==> config.mk <==
export PLATFORM = sky130hd
export DESIGN_NAME = ebn
export DESIGN_NICKNAME = d
export VERILOG_FILES = /design/src/rtl/ebn_pkg.sv /design/src/rtl/ebn_mem.sv /design/src/rtl/ebn.sv
export SDC_FILE = /design/constraint.sdc
export NUM_CORES = 1
export LEC_CHECK = 0
export ABC_AREA = 1
export BUFFER_PORTS_ARGS = -buffer_cell sky130_fd_sc_hd__buf_2
export CAP_MARGIN = 40
export CORE_MARGIN = 3
export CORE_UTILIZATION = 35
export DETAILED_ROUTE_END_ITERATION = 7
export GPL_TIMING_DRIVEN = 0
export SKIP_CTS_REPAIR_TIMING = 1
export SLEW_MARGIN = 5
export SYNTH_ARGS = -nofsm -noshare
export SYNTH_HDL_FRONTEND = slang
export SYNTH_HIERARCHICAL = 1
export SYNTH_SLANG_ARGS = --single-unit
==> constraint.sdc <==
create_clock -name clk -period 1.75 [get_ports clk]
set_input_delay 0.35 -clock clk [delete_from_list [all_inputs] [get_ports clk]]
set_output_delay 0.35 -clock clk [all_outputs]
set_load 0.01 [all_outputs]
==> src/rtl/ebn_pkg.sv <==
// Shared sizing and pointer-wrap helpers for the ebn elastic buffer.
package ebn_pkg;

    function automatic int ptr_width(input int depth);
        return (depth < 2) ? 1 : $clog2(depth);
    endfunction

    function automatic int cnt_width(input int depth);
        return (depth < 1) ? 1 : $clog2(depth + 1);
    endfunction

    // Explicit wrap so DEPTH need not be a power of two.
    function automatic int next_ptr(input int ptr, input int depth);
        return (ptr == depth - 1) ? 0 : ptr + 1;
    endfunction

endpackage

==> src/rtl/ebn_mem.sv <==
// Flop-array storage for ebn: one write port, one asynchronous read port, no reset.
module ebn_mem
    import ebn_pkg::*;
#(
    parameter int WIDTH = 8,
    parameter int DEPTH = 4
) (
    input  logic                        clk,
    input  logic                        we,
    input  logic [ptr_width(DEPTH)-1:0] waddr,
    input  logic [WIDTH-1:0]            wdata,
    input  logic [ptr_width(DEPTH)-1:0] raddr,
    output logic [WIDTH-1:0]            rdata
);

    logic [WIDTH-1:0] mem [DEPTH];

    always_ff @(posedge clk) begin
        if (we) begin
            mem[waddr] <= wdata;
        end
    end

    assign rdata = mem[raddr];

endmodule

==> src/rtl/ebn.sv <==
// N-entry elastic buffer with registered t0_ready, occupancy count, almost-full and flush.
// Optional zero-latency empty-buffer bypass enabled by defining EBN_BYPASS_EN.
module ebn
    import ebn_pkg::*;
#(
    parameter int WIDTH = 8,
    parameter int DEPTH = 4,
    parameter int AFULL = DEPTH - 1
) (
    input  logic                        clk,
    input  logic                        reset,
    input  logic                        flush,
    input  logic [WIDTH-1:0]            t0_data,
    input  logic                        t0_valid,
    output logic                        t0_ready,
    output logic                        t0_afull,
    output logic [WIDTH-1:0]            i0_data,
    output logic                        i0_valid,
    input  logic                        i0_ready,
    output logic [cnt_width(DEPTH)-1:0] count
);

    localparam int PW = ptr_width(DEPTH);
    localparam int CW = cnt_width(DEPTH);
    localparam logic [CW-1:0] FULL_CNT  = CW'(DEPTH);
    localparam logic [CW-1:0] AFULL_CNT = CW'(AFULL);

    logic [PW-1:0]    wr_ptr_reg, wr_ptr_next;
    logic [PW-1:0]    rd_ptr_reg, rd_ptr_next;
    logic [CW-1:0]    count_reg, count_next;
    logic             ready_reg, valid_reg, afull_reg;
    logic [WIDTH-1:0] head_data;
    logic             push, pop, pass, wr_en, rd_en;

`ifdef EBN_BYPASS_EN
    logic bypass;

    // An empty buffer presents the incoming word directly; it is stored only if not taken.
    assign bypass   = ~valid_reg & t0_valid;
    assign i0_valid = valid_reg | bypass;
    assign i0_data  = bypass ? t0_data : head_data;
    assign pass     = bypass & i0_ready;
`else
    assign i0_valid = valid_reg;
    assign i0_data  = head_data;
    assign pass     = 1'b0;
`endif

    assign t0_ready = ready_reg;
    assign t0_afull = afull_reg;
    assign count    = count_reg;

    assign push  = t0_valid & ready_reg;
    assign pop   = i0_valid & i0_ready;
    assign wr_en = push & ~pass;
    assign rd_en = pop & ~pass;

    always_comb begin
        wr_ptr_next = wr_ptr_reg;
        rd_ptr_next = rd_ptr_reg;
        count_next  = count_reg;
        if (reset || flush) begin
            wr_ptr_next = '0;
            rd_ptr_next = '0;
            count_next  = '0;
        end else begin
            if (wr_en) begin
                wr_ptr_next = PW'(next_ptr(int'(wr_ptr_reg), DEPTH));
            end
            if (rd_en) begin
                rd_ptr_next = PW'(next_ptr(int'(rd_ptr_reg), DEPTH));
            end
            case ({wr_en, rd_en})
                2'b10:   count_next = count_reg + CW'(1);
                2'b01:   count_next = count_reg - CW'(1);
                default: count_next = count_reg;
            endcase
        end
    end

    // Status flags are recomputed from the next count so they come straight off flops.
    always_ff @(posedge clk) begin
        if (reset) begin
            wr_ptr_reg <= '0;
            rd_ptr_reg <= '0;
            count_reg  <= '0;
            ready_reg  <= 1'b1;
            valid_reg  <= 1'b0;
            afull_reg  <= 1'b0;
        end else begin
            wr_ptr_reg <= wr_ptr_next;
            rd_ptr_reg <= rd_ptr_next;
            count_reg  <= count_next;
            ready_reg  <= (count_next != FULL_CNT);
            valid_reg  <= (count_next != '0);
            afull_reg  <= (count_next >= AFULL_CNT);
        end
    end

    ebn_mem #(
        .WIDTH (WIDTH),
        .DEPTH (DEPTH)
    ) u_mem (
        .clk   (clk),
        .we    (wr_en & ~flush & ~reset),
        .waddr (wr_ptr_reg),
        .wdata (t0_data),
        .raddr (rd_ptr_reg),
        .rdata (head_data)
    );

endmodule

Word level (Yosys, flattened, before mapping)
Memory sizes are Yosys's and may differ from the RTL's. A register that Yosys moved wholly into a read port is not among the register bits.
Cells that the tools add are included.
Storage, ports and cells
  RAM bits: 32
  word-level logic and storage cells: 34
  bits in registers: 10
  memories: 1
Memories
  u_mem.mem: words 4, width 8, read ports 1, clocked after memory_dff 1, wr ports 1, line ebn_mem.sv:16  | logic [WIDTH-1:0] mem [DEPTH];
Operators by class
  magnitude comparators: 1
  bitwise operators: 6
  reductions and logical operators: 3
  eq/ne operators: 5
  $add $sub $neg: 4
  multiplexer cells: 8
Operators with widths (count)
  two-way mux 2 bit: 4
  equality test 2 x 1 -> 1 bit, second input constant: 3
  case mux 3 bit (2 select lines): 1
  adder 2 x 1 -> 2 bit, second input constant: 2
  AND 1 bit: 4
  adder 3 x 1 -> 3 bit, second input constant: 1
  greater-or-equal comparator 3 x 2 -> 1 bit, second input constant: 1
  two-way mux 3 bit: 1
  inequality test 3 bit, second input constant: 1
  nonzero test 3 bit: 1
  subtractor 3 x 1 -> 3 bit, second input constant: 1
  equality test 2 bit, second input constant: 1
  two-way mux 1 bit: 2
  inverter 1 bit: 2
  OR reduction 2 bit: 1
  logical OR 1 bit: 1

Logic depth before layout (Yosys ltp)
  depth after elaboration: 5
  gate-level depth with buffers: 11
  mapped depth without buffers: 11

Modules after synthesis
The synthesis kept the hierarchy.
By module, submodules not included
  ebn_mem: times used 1, area each 1387.6 µm², cells an instance 133
  ebn: times used 1, area each 481.7 µm², cells an instance 60

Worst setup path after synthesis
No wires, ideal clock.
  kind: in2reg
  from: in reset
  to: mem u_mem.mem[0][0] (enable)
  path buffers: 0
  path slack: 0.059 ns
  required time: 1.367 ns
  stages on the path: 5
  data arrival time: 1.308 ns
  library setup time: 0.383 ns
  path through: nor2_4 -> inv_2 -> nor2_1 -> inv_1 -> nor3_1
Between the ends
  longest elaborated chain between the ends: 4
Ends and longest elaborated chain
  start, declared: line ebn.sv:11  | input logic reset,
  inverter 1 bit: line ebn.sv:105  | .we (wr_en & ~flush & ~reset),
  AND 1 bit: line ebn.sv:105
  two-way mux 1 bit: line ebn_mem.sv:19  | if (we) begin
  two-way mux 1 bit (implied by the code): line ebn_mem.sv:20  | mem[waddr] <= wdata;
  end, declared: line ebn_mem.sv:16
Every way passes these cells.

==> results by group <==
Cells and area
  • Most common cell after layout, fill and taps aside: nand2_1
  • Ant diodes: 0
  • Most frequent cells in the layout: nand2_1, inv_1, edfxtp_1, buf_2, nand3_1
  • Ratio of cells with drive above 1 in the final layout: 33.5%
  • FILL cells: 488
  • Max reg flops: 32
  • NumNets Final: 255
  • Area delta synth->final: 27.7%

Floorplan
  • Die width: 79.1 um
  • Die area: 6250 um^2
  • Initial Util: 37.8%
  • I/O pins: 27
  • Core Area: 4940 um^2
  • Die Height: 79.1 um
  • Row count: 25

Power
  • Flop pwr share: 56.8%
  • PD cells: 811 nW/um^2
  • Internal: 1460 uW
  • Switching share of power: 24.5%
  • Clock Power Share: 32.7%
  • Maximum vdd drop: 0.000355 V
  • Leakage: 0.00112 uW
  • Combinational fraction of design power: 10.4%
  • Psw: 474 uW

Route
  • Initial DRC Count: 65
  • 1st-pass router iterations: 4
  • Post-DRT Antenna Nets: 0
  • Drt total wl: 3460 um
  • Wire per inst: 11.3 um
  • Number of vias per cell: 4.22
  • DR vias: 1291
  • # DRC: 0

Clock network
  • Htree depth: 2
  • Clock Path Buffers: 2
  • Worst-Skew Late Latency: 0.30 ns
  • Total CTS buffers: 5
  • Clock-pin slew on the worst setup and hold paths: 0.09 ns
  • TritonCTS clock tree: done
  • CTS root buf: clkbuf_8
  • Num Clock Sinks: 42

GRT
  • Tot GR Track Use: 12.4%
  • Initial antenna violation count: 0
  • Largest net degree at the start of global routing: 16
  • First-pass GRT wire length: 5730 um
  • Number of global-route vias before repair: 1220
  • GRT overflow: 0

STA
  • Worst-Margin Slew: 0.452 ns
  • Skew final: 0.00800 ns
  • Pins over their slew limit: 0
  • Tmin final: 1.67 ns
  • Tcrit/Tclk final: 95.4%
  • Worst hold slack: 0.261 ns
  • Max-slew headroom: 69.7%
  • Final setup TNS: 0 ns
  • Final hold vios: 0
  • Setup violators final: 0
  • Fmax: 0.599 GHz

Logic synthesis
  • Synth cell types: 21
  • Synthesis Warnings: 6
  • Seq/Total Area, Yosys: 62.1%
  • Avg Cell Area, Syn: 9.69 um^2
  • Mapped Cells: 193
  • Mapped Area: 1870 um^2
  • Synth Register Bits: 42
  • Syn Nets: 210

Worst setup path
  • CP Class: reg -> out
  • CP startpoint: rd_ptr_reg[0]
  • Worst EP required: 1.40 ns
  • Max FO, Critical Path: 6
  • Reg-to-reg slack, setup: 0.13 ns
  • Startpoint Class: flop
  • Worst Setup End Kind: primary output
  • R2R Path Start: i0_valid
  • Arrival time worst endpoint: 1.32 ns

Placed design
  • GPL Wtd Cong: 0.742
  • Port bufs: 26
  • Post-DP HPWL: 2430 um

Worst hold path
  • Hold path start: t0_data[6]
  • Worst hold path class: in -> reg

Status
  • Outcome: completed

Flow run
  • Max cap viols: 0
## path summary, 6_finish.rpt
check                                  endpoint  cells after the start
worst min register to register    wr_ptr_reg[1]                      2
worst max-delay path                 i0_data[7]                      6
worst min-delay path            u_mem/mem[0][6]                      1
worst max register to register         t0_ready                     10
## metal layers
layer / vias to the layer above / part of all wire, % / wire length, um / GRT usage, %
met5: - / 0 / 0 / 0
met4: 0 / 1.6 / 57 / 4.64
met3: 5 / 5.3 / 183 / 4.08
met2: 25 / 47 / 1630 / 20.3
met1: 567 / 46 / 1590 / 15.1
li1: 694 / - / - / -
## cell families after synthesis
family,count (synthesis),share of synthesized area [%]
AND/OR/NAND/NOR,89,21.6
buffers and inverters,53,11.8
flip-flops,42,62.1
AO/OA/AOI/OAI,5,1.34
adder cells (fa/ha/maj),4,3.08
## worst max-delay path, cell delays in order (launching register included)
cell     delay, ns
dfxtp_4       0.36
buf_8         0.14
buf_4         0.14
nand2_1       0.07
nand3_1       0.08
nand2_1       0.09
buf_2         0.13
## synth_stat cells
| cell type | count | area (um^2) |
|---|---|---|
| inv_2 | 3 | 11.3 |
| inv_4 | 1 | 6.26 |
| buf_6 | 2 | 22.5 |
| buf_4 | 1 | 7.51 |
| ha_1 | 3 | 37.5 |
| fa_1 | 1 | 20.0 |
| buf_2 | 1 | 5.00 |
| inv_1 | 43 | 161 |
| nor2_1 | 5 | 18.8 |
| nand3_1 | 19 | 95.1 |
| nand2_1 | 50 | 188 |
| dfxtp_1 | 10 | 200 |
| o21ai_0 | 1 | 5.00 |
| nor3_1 | 6 | 30.0 |
| edfxtp_1 | 32 | 961 |
| nand2_2 | 4 | 25.0 |
| nand3_2 | 3 | 30.0 |
| clkinv_1 | 2 | 7.51 |
| nand4_1 | 1 | 6.26 |
| a21oi_1 | 4 | 20.0 |
| nor2_4 | 1 | 11.3 |
## power by group through the flow
stage / combinational (uW) / clock, uW / sequential (uW)
after floorplan: 106 / 0 / 1130
after CTS: 178 / 657 / 1100
after detailed placement: 178 / 0 / 1120
final: 202 / 634 / 1100
after global routing: 227 / 711 / 1100
after global placement: 172 / 0 / 1120
## through the flow
step	utilization [%]	instance area, um^2	setup WS [ns]	instances	total power [uW]
5_1_grt	48.3	2390	-0.00295	306	2040
6_report	48.3	2390	0.0805	306	1940
3_3_place_gp	42.2	2080	-0.528	286	1290
2_1_floorplan	-	1870	0.0589	193	1230
3_5_place_dp	42.8	2110	-0.346	290	1300
4_1_cts	44.7	2210	-0.0902	298	1940
## area by class of cell
| cell class | count | area [um^2] | share of cell area [%] |
|---|---|---|---|
| clock inverters | 3 | 25.0 | 1.05 |
| clock buffers | 5 | 68.8 | 2.88 |
| repair buffers | 38 | 241 | 10.1 |
| multi-input cells | 98 | 547 | 22.9 |
| flip-flops and latches | 42 | 1170 | 49.0 |
| well taps | 67 | 83.8 | 3.51 |
| inverters | 49 | 195 | 8.18 |
| plain buffers | 4 | 56.3 | 2.36 |
No activity file was read; power rests on OpenSTA's default activity.
